## src/rtl/espif_pkg.sv

```systemverilog
// Shared constants for the ESP command-link register block.
package espif_pkg;

  // Word offsets within the block (bus_addr)
  localparam logic ESPIF_STATUS = 1'b0;
  localparam logic ESPIF_DATA   = 1'b1;

  // STATUS register bit positions
  localparam int unsigned ST_RXNE   = 0;
  localparam int unsigned ST_TXFULL = 1;
  localparam int unsigned ST_RXOVF  = 2;
  localparam int unsigned ST_TXOVF  = 3;

  // Start-of-frame marker position in a TX stream word
  localparam int unsigned ESPIF_SOF_BIT = 8;

  // Assemble the STATUS read value; unused bits read as zero.
  function automatic logic [31:0] status_word(input logic rxne, input logic txfull,
                                              input logic rxovf, input logic txovf);
    logic [31:0] w;
    w            = '0;
    w[ST_RXNE]   = rxne;
    w[ST_TXFULL] = txfull;
    w[ST_RXOVF]  = rxovf;
    w[ST_TXOVF]  = txovf;
    return w;
  endfunction

endpackage

```

## src/rtl/espif_fifo.sv

```systemverilog
// Register-based synchronous FIFO with combinational head. A pop in the same
// cycle as a push on a full FIFO frees the slot, so the push is accepted.
module espif_fifo #(
  parameter int unsigned WIDTH = 8,
  parameter int unsigned AW    = 4
) (
  input  logic             clk,
  input  logic             reset_n,
  input  logic             push,
  input  logic [WIDTH-1:0] wdata,
  input  logic             pop,
  output logic             full,
  output logic             empty,
  output logic [WIDTH-1:0] head
);

  localparam int unsigned Depth = 1 << AW;

  logic [WIDTH-1:0] mem_q [Depth];
  logic [AW:0]      wptr_q, wptr_d;
  logic [AW:0]      rptr_q, rptr_d;
  logic             pop_ok, push_ok;

  assign empty   = (wptr_q == rptr_q);
  assign full    = (wptr_q[AW-1:0] == rptr_q[AW-1:0]) && (wptr_q[AW] != rptr_q[AW]);
  assign pop_ok  = pop && !empty;
  assign push_ok = push && (!full || pop_ok);
  assign head    = mem_q[rptr_q[AW-1:0]];

  // Pointer advance; extra MSB distinguishes full from empty
  always_comb begin
    wptr_d = wptr_q;
    rptr_d = rptr_q;
    if (push_ok) wptr_d = wptr_q + {{AW{1'b0}}, 1'b1};
    if (pop_ok)  rptr_d = rptr_q + {{AW{1'b0}}, 1'b1};
  end

  // Pointer registers
  always_ff @(posedge clk or negedge reset_n) begin
    if (!reset_n) begin
      wptr_q <= '0;
      rptr_q <= '0;
    end else begin
      wptr_q <= wptr_d;
      rptr_q <= rptr_d;
    end
  end

  // Storage; cleared on reset so the head reads zero when empty after reset
  always_ff @(posedge clk or negedge reset_n) begin
    if (!reset_n) begin
      for (int i = 0; i < Depth; i++) mem_q[i] <= '0;
    end else if (push_ok) begin
      mem_q[wptr_q[AW-1:0]] <= wdata;
    end
  end

endmodule

```

## src/rtl/espif_regs.sv

```systemverilog
// CPU-side register block for the ESP command link: STATUS/DATA decode,
// TX FIFO toward the link serializer, RX FIFO from the link, sticky overflows.
module espif_regs
  import espif_pkg::*;
#(
  parameter int unsigned TX_AW = 4,
  parameter int unsigned RX_AW = 5
) (
  input  logic        clk,
  input  logic        reset_n,
  input  logic        bus_addr,
  input  logic        bus_wren,
  input  logic [31:0] bus_wrdata,
  input  logic        bus_rden,
  output logic [31:0] bus_rddata,
  output logic        tx_valid,
  input  logic        tx_ready,
  output logic [8:0]  tx_data,
  input  logic        rx_valid,
  input  logic [7:0]  rx_data
);

  logic        tx_full, tx_empty, tx_push, tx_pop;
  logic        rx_full, rx_empty, rx_pop;
  logic [7:0]  rx_head;
  logic [8:0]  tx_wword;
  logic        tx_drop, rx_drop;
  logic        txovf_q, txovf_d, rxovf_q, rxovf_d;
  logic [31:0] rddata_q, rddata_d;
  logic        unused_wrdata;

  assign unused_wrdata = ^bus_wrdata[31:9];

  assign tx_wword = {bus_wrdata[ESPIF_SOF_BIT], bus_wrdata[7:0]};
  assign tx_push  = bus_wren && (bus_addr == ESPIF_DATA);
  assign tx_pop   = tx_valid && tx_ready;
  // A full FIFO is never empty, so a pop is possible exactly when tx_ready is high
  assign tx_drop  = tx_push && tx_full && !tx_ready;

  assign rx_pop   = bus_rden && (bus_addr == ESPIF_DATA) && !rx_empty;
  assign rx_drop  = rx_valid && rx_full && !rx_pop;

  assign tx_valid   = !tx_empty;
  assign bus_rddata = rddata_q;

  espif_fifo #(
    .WIDTH(9),
    .AW   (TX_AW)
  ) u_tx_fifo (
    .clk    (clk),
    .reset_n(reset_n),
    .push   (tx_push),
    .wdata  (tx_wword),
    .pop    (tx_pop),
    .full   (tx_full),
    .empty  (tx_empty),
    .head   (tx_data)
  );

  espif_fifo #(
    .WIDTH(8),
    .AW   (RX_AW)
  ) u_rx_fifo (
    .clk    (clk),
    .reset_n(reset_n),
    .push   (rx_valid),
    .wdata  (rx_data),
    .pop    (rx_pop),
    .full   (rx_full),
    .empty  (rx_empty),
    .head   (rx_head)
  );

  // Sticky flags: a new overflow wins over a same-cycle clear
  always_comb begin
    txovf_d = txovf_q;
    rxovf_d = rxovf_q;
    if (bus_wren && (bus_addr == ESPIF_STATUS)) begin
      if (bus_wrdata[ST_TXOVF]) txovf_d = 1'b0;
      if (bus_wrdata[ST_RXOVF]) rxovf_d = 1'b0;
    end
    if (tx_drop) txovf_d = 1'b1;
    if (rx_drop) rxovf_d = 1'b1;
  end

  // Read data: sampled from pre-update state, held until the next read
  always_comb begin
    rddata_d = rddata_q;
    if (bus_rden) begin
      if (bus_addr == ESPIF_STATUS) begin
        rddata_d = status_word(!rx_empty, tx_full, rxovf_q, txovf_q);
      end else begin
        rddata_d = rx_empty ? 32'h0 : {24'h0, rx_head};
      end
    end
  end

  // Flag and read-data registers
  always_ff @(posedge clk or negedge reset_n) begin
    if (!reset_n) begin
      txovf_q  <= 1'b0;
      rxovf_q  <= 1'b0;
      rddata_q <= '0;
    end else begin
      txovf_q  <= txovf_d;
      rxovf_q  <= rxovf_d;
      rddata_q <= rddata_d;
    end
  end

endmodule

```

## config.mk

```make
export PLATFORM = sky130hd
export DESIGN_NAME = espif_regs
export DESIGN_NICKNAME = d
export VERILOG_FILES = /design/src/rtl/espif_pkg.sv /design/src/rtl/espif_fifo.sv /design/src/rtl/espif_regs.sv
export SDC_FILE = /design/constraint.sdc
export NUM_CORES = 1
export LEC_CHECK = 0
export ABC_AREA = 0
export CORE_MARGIN = 1
export CORE_UTILIZATION = 50
export CTS_CLUSTER_SIZE = 28
export DETAILED_ROUTE_END_ITERATION = 10
export PLACE_DENSITY_LB_ADDON = 0.25
export SYNTH_ARGS = -nofsm -noshare
export SYNTH_HDL_FRONTEND = slang
export SYNTH_SLANG_ARGS = --single-unit
```

## constraint.sdc

```tcl
create_clock -name clk -period 8.16 [get_ports clk]
set_input_delay 2.448 -clock clk [delete_from_list [all_inputs] [get_ports clk]]
set_output_delay 2.448 -clock clk [all_outputs]
set_load 0.005 [all_outputs]
```

Word level (Yosys, flattened, before mapping)

Cells that the tools add are included.

Flip-flop bits (word level): 456
Input bits: 47
Output and inout bits: 42
Logic and storage cells: 127

$add $sub $neg: 4
$lt $le $gt $ge: 6
Eq/ne operators: 6
Multiplexer cells: 20
Bitwise gates (word level): 5
Reductions and logical operators: 31

Operators by type and width:

| operator                                                  | count |
|---|---|
| bitwise mux 256 bit                                       | 1 |
| bitwise mux 144 bit                                       | 1 |
| binary-select mux 8 bit (select 5 bit)                    | 1 |
| demux 8 bit (select 5 bit)                                | 1 |
| two-way mux 8 bit                                         | 5 |
| binary-select mux 9 bit (select 4 bit)                    | 1 |
| demux 9 bit (select 4 bit)                                | 1 |
| two-way mux 9 bit                                         | 3 |
| logical AND 1 bit                                         | 17 |
| adder 6 x 1 -> 6 bit (second input constant)              | 2 |
| greater-or-equal comparator 6 bit (second input constant) | 2 |
| inverter 5 -> 6 bit                                       | 2 |
| adder 5 x 1 -> 5 bit (second input constant)              | 2 |
| == test 5 bit                                             | 2 |
| greater-or-equal comparator 5 bit (second input constant) | 2 |
| inverter 4 -> 5 bit                                       | 2 |
| nonzero test 2 bit                                        | 4 |
| == test 6 bit                                             | 1 |
| zero test 1 bit                                           | 6 |
| < comparator 6 x 1 -> 1 bit (second input constant)       | 1 |
| two-way mux 1 bit                                         | 6 |
| < comparator 5 x 1 -> 1 bit (second input constant)       | 1 |
| == test 4 bit                                             | 1 |
| AND reduction 2 bit                                       | 2 |
| 3 further kinds                                           | 5 |

Longest topological paths before layout

Word-level depth: 7
Mapped depth: 9
Mapped depth without buffers: 5

Modules after synthesis

From an unflattened synthesis, not the netlist that was laid out.

Cell total of the unflattened synthesis: 1378
Area total of the unflattened synthesis: 20784.9 um^2

By module, submodules not included:

| module                  | times used | cells each | area an instance (um^2) | sequential area each (um^2) |
|---|---|---|---|---|
| espif_fifo at u_rx_fifo | 1          | 840        | 12936.2                 | 6706.4 |
| espif_fifo at u_tx_fifo | 1          | 470        | 7186.9                  | 3853.7 |
| espif_regs              | 1          | 68         | 661.9                   | 250.2 |

Least setup slack after synthesis

No wires, ideal clock.

Kind: register to output
From: register u_tx_fifo.rptr_q[0]
To: output port tx_data[8]
Data arrival time: 1.979 ns
Data required time: 5.712 ns
Slack: 3.733 ns
Stages on the path, launching flop included: 5
Buffers on the path: 2
Cells stage by stage: dfrtp_1 -> buf_2 -> buf_2 -> mux4_2 -> mux4_2

Cells in the longest elaborated chain, start to end: 4

RTL lines:

| item                                                  | line             | RTL |
|---|---|---|
| from (decl)                                           | espif_fifo.sv:21 | `logic [AW:0] rptr_q, rptr_d;` |
| from (signal assigned)                                | espif_fifo.sv:45 | `rptr_q <= rptr_d;` |
| inverter 4 -> 5 bit (not written as such)             | espif_fifo.sv:28 | `assign head = mem_q[rptr_q[AW-1:0]];` |
| binary-select mux 9 bit (select 4 bit)                | espif_fifo.sv:28 |  |
| two-way mux 9 bit (not written as such) (2 in series) | espif_fifo.sv:28 |  |
| to (decl)                                             | espif_regs.sv:18 | `output logic [8:0] tx_data,` |

Every way passes these cells. The select of a mux whose other input is x is not followed.

Worst setup path in the final report

From: register u_tx_fifo.rptr_q[0]
To: output port tx_data[0]

The elaborated chain is that of the path after synthesis.

==> qor.csv <==
metric,value,unit
row cnt,73,
post-cts repair resize count,0,
highest clock rate,169.3,MHz
initial antenna violation count,0,
"non-filler cells, final",1909,
post-detailed-route via-to-cell ratio,5.818,
Slew headroom,17.72,%
final design utilization,56.41,%
worst hold path startpoint,u_tx_fifo.wptr_q[4]$_DFFE_PN0P_,
P_sw,2.737,mW
floorplan die area,41170,sq um
input/output buffers,41,
"Top FF cell, synth",sky130_fd_sc_hd__dfrtp_1,
count of distinct cell types in the synthesized netlist,52,
number of nets at the end of the flow,1404,
global placement routability congestion,0.8407,
area of the core,39730,sq um
First DRT Iteration DRCs,674,
worst skew pair latency,0.58,ns
layout filler cell count,3195,
count of state elements after synthesis,432,
worst path arrival time,3.46,ns
number of endpoints with negative hold slack in the final report,0,
area delta synth->final,11.07,%
register cell area after layout,10820,sq um
Mapped Cells,1341,
power density over cell area,391.2,nW/um^2
footprint of the multi-input gates,8795,sq um
via count of the first global-routing pass,11720,
Worst Setup Start Kind,flip-flop,
cell accounting for the most synthesized area,sky130_fd_sc_hd__dfrtp_1,
switching fraction of total power,31.22,%
post-detailed-route count of antenna-violating nets,0,
share of Yosys cell area claimed by the top area cell type,53.57,%
CTS tree,yes,
fin. max-slew vios,0,
end of the worst hold path,u_tx_fifo.wptr_q[4]$_DFFE_PN0P_,
# DRC,0,
depth of the worst register-to-register path,7,
Hold Path Depth,1,
Post-synth EDFFs,0,
number of maximum-capacitance constraint violations,0,
Worst-path clk slew,0.06,ns
leading cell types by total area after synthesis,"sky130_fd_sc_hd__dfrtp_1 (54%), sky130_fd_sc_hd__mux2_2 (22%), sky130_fd_sc_hd__mux4_2 (10%)",
slew at the pin with the worst max-slew slack,1.230,ns
number of buffers on the longest clock path,3,
Post-Synthesis Mean Instance Area,15.05,sq um
final worst path period share,72.39,%
maximum fanout encountered on the critical timing path,24,
Post-CTS Setup Inserts,0,
Setup crit end kind,output port,
Horiz. Die Dim,202.9,microns
synthesized area,20180,sq um
final critical-path required period,5.907,ns
required time of the critical path,5.71,ns
die outline height,202.9,microns
clock power share,24.4,%
"number of placed instances, taps included",1824,
"Async S/R FF share, synth",100.0,%
path type of the worst setup path,reg2out,
"Design Area, Final",22410,sq um
dpl cell area,20860,sq um
CTS sink cnt,432,
outcome,finished clean,
H-tree depth reported by CTS,2,
drt pass-1 iters,4,
Power Internal,6.030,mW
average routed wire per standard cell,23.51,microns
cell types with the highest counts after synthesis,"sky130_fd_sc_hd__dfrtp_1 (432), sky130_fd_sc_hd__mux2_2 (403), sky130_fd_sc_hd__mux4_2 (93), sky130_fd_sc_hd__clkbuf_1 (50), sky130_fd_sc_hd__mux2i_1 (40)",
overall routing resource usage,22.81,%
global-route wire length before repair,70820,microns
capturing point of the worst reg2reg path,u_rx_fifo.mem_q[227]$_DFFE_PN0P_,
reported leakage power,9.830,nW
starting density of the core,50.79,%
number of vias in the routed layout,11110,
total I/O pin count,89,
aggregate global routing overflow,0,
Clk Tree Root Cell,sky130_fd_sc_hd__clkbuf_16,
Clock Skew,0.02684,ns
Final TNS setup,0,ns
setup-violating endpoint count in the final report,0,
unrepaired setup endpoints after global routing,false,
logic gate share of total power,33.0,%
total inserted antenna cells,0,
maximum VDD drop,0.0001770,V
share of final-layout standard cells stronger than drive strength 1,45.95,%
start point of the critical path,u_tx_fifo.rptr_q[0]$_DFFE_PN0P_,
Reg2Reg Launch Point,u_rx_fifo.rptr_q[0]$_DFFE_PN0P_,
most frequent cell after synthesis,sky130_fd_sc_hd__dfrtp_1,
Post-Route WL,44880,microns
Num CTS Buffers,46,
DP Wirelength,27680,microns
sequential share of the synthesized area,53.57,%
Seq pwr share,42.6,%
worst min-delay path category,reg2reg,
largest net degree at the start of global routing,165,
number of warning messages in the yosys log,0,
setup slack on the worst flop-to-flop path,4.52,ns
number of buffers inserted by hold repair at cts,0,
-- metrics by stage --
| step | hold slack (ns) | power (mW) | setup WS, ns |
|---|---|---|---|
| after detailed placement | 0.4786 | 6.689 | 2.533 |
| final | 0.4870 | 8.767 | 2.253 |
| after global placement | 0.4764 | 6.563 | 2.644 |
| after CTS | 0.4910 | 8.849 | 2.139 |
| after global routing | 0.5021 | 9.246 | 2.035 |
| after floorplan | 0.4604 | 5.799 | 3.733 |
-- registers in the layout, indices dropped and copies added, names as in the netlist --
name / count
u_rx_fifo.rptr_q: 6
u_tx_fifo.wptr_q: 5
u_rx_fifo.wptr_q: 6
u_tx_fifo.rptr_q: 5
u_tx_fifo.mem_q: 144
u_rx_fifo.mem_q: 256
bus_rddata: 8
rxovf_q: 1
txovf_q: 1
-- worst max-delay path, stage by stage, from the launching register on --
cell and delay (ns):
sky130_fd_sc_hd__dfrtp_2 0.75, sky130_fd_sc_hd__buf_4 0.53, sky130_fd_sc_hd__mux4_2 0.58, sky130_fd_sc_hd__mux4_2 0.53, sky130_fd_sc_hd__clkdlybuf4s50_1 0.48
-- logic make-up (layout without fill, tap and decap cells) --
group           after synthesis  count (layout)  synth area share (%)
mux                         536             536                 34.85
flops                       432             432                 53.57
simple gates                138             138                 3.751
buf+inv                     132             152                 3.280
compound gates               64              64                 2.697
xor+xnor                     28              28                 1.215
fa+ha+maj                    10              10                0.6200
other cells                   1              24               0.01858
-- area by class of cell --
| cell class | instances | area share, % |
|---|---|---|
| inverter | 13 | 0.2177 |
| clock buffer | 70 | 6.124 |
| clock inverter | 15 | 0.8094 |
| timing repair buffer | 54 | 2.400 |
| sequential | 432 | 48.28 |
| multi-input combinational | 800 | 39.24 |
| tap | 525 | 2.931 |
-- power groups by stage --
stage	combinational [mW]	clock, mW	sequential [mW]
6_report	2.89	2.14	3.73
5_1_grt	3.10	2.27	3.87
4_1_cts	2.93	2.19	3.74
3_5_place_dp	2.92	0	3.77
3_3_place_gp	2.85	0	3.72
2_1_floorplan	2.43	0	3.37
-- per-layer routing --
| layer | vias up | GRT usage (%) | share of wire, % |
|---|---|---|---|
| met1 | 5926 | 32.10 | 45 |
| met4 | 0 | 8.271 | 2.8 |
| li1 | 4906 | - | - |
| met5 | - | 0 | 0 |
| met2 | 207 | 36.63 | 49 |
| met3 | 68 | 2.761 | 3.5 |
-- worst max-delay path by stage --
stage | endpoint | slack [ns] | cells past startpoint
3_3_place_gp | u_rx_fifo.mem_q[225]$_DFFE_PN0P_ | 2.64 | 7
6_report | tx_data[0] | 2.25 | 4
5_1_grt | tx_data[0] | 2.04 | 4
3_5_place_dp | u_rx_fifo.mem_q[227]$_DFFE_PN0P_ | 2.53 | 7
2_1_floorplan | tx_data[8] | 3.73 | 4
4_1_cts | tx_data[0] | 2.14 | 4
-- layout by cell type, fill, tap and decap left out, types with 5 or more instances in the layout --
cell type	n
sky130_fd_sc_hd__and3_1	12
sky130_fd_sc_hd__dfrtp_1	427
sky130_fd_sc_hd__conb_1	24
sky130_fd_sc_hd__mux4_2	93
sky130_fd_sc_hd__mux2i_1	40
sky130_fd_sc_hd__xnor2_1	17
sky130_fd_sc_hd__a211oi_1	5
sky130_fd_sc_hd__nand3_2	5
sky130_fd_sc_hd__nand3_1	6
sky130_fd_sc_hd__clkdlybuf4s50_1	40
sky130_fd_sc_hd__nor2_2	31
sky130_fd_sc_hd__nor3_1	5
sky130_fd_sc_hd__inv_1	12
sky130_fd_sc_hd__clkinv_2	9
sky130_fd_sc_hd__o21ai_0	8
sky130_fd_sc_hd__a21oi_1	9
sky130_fd_sc_hd__clkbuf_1	12
sky130_fd_sc_hd__clkbuf_8	11
sky130_fd_sc_hd__xor2_1	11
sky130_fd_sc_hd__clkbuf_16	47
sky130_fd_sc_hd__ha_1	10
sky130_fd_sc_hd__mux2_2	403
sky130_fd_sc_hd__nor2_1	25
sky130_fd_sc_hd__a2111oi_0	8
sky130_fd_sc_hd__buf_4	11
sky130_fd_sc_hd__nor2b_1	7
sky130_fd_sc_hd__nand2_1	29
(Power assumes the default switching activity.)
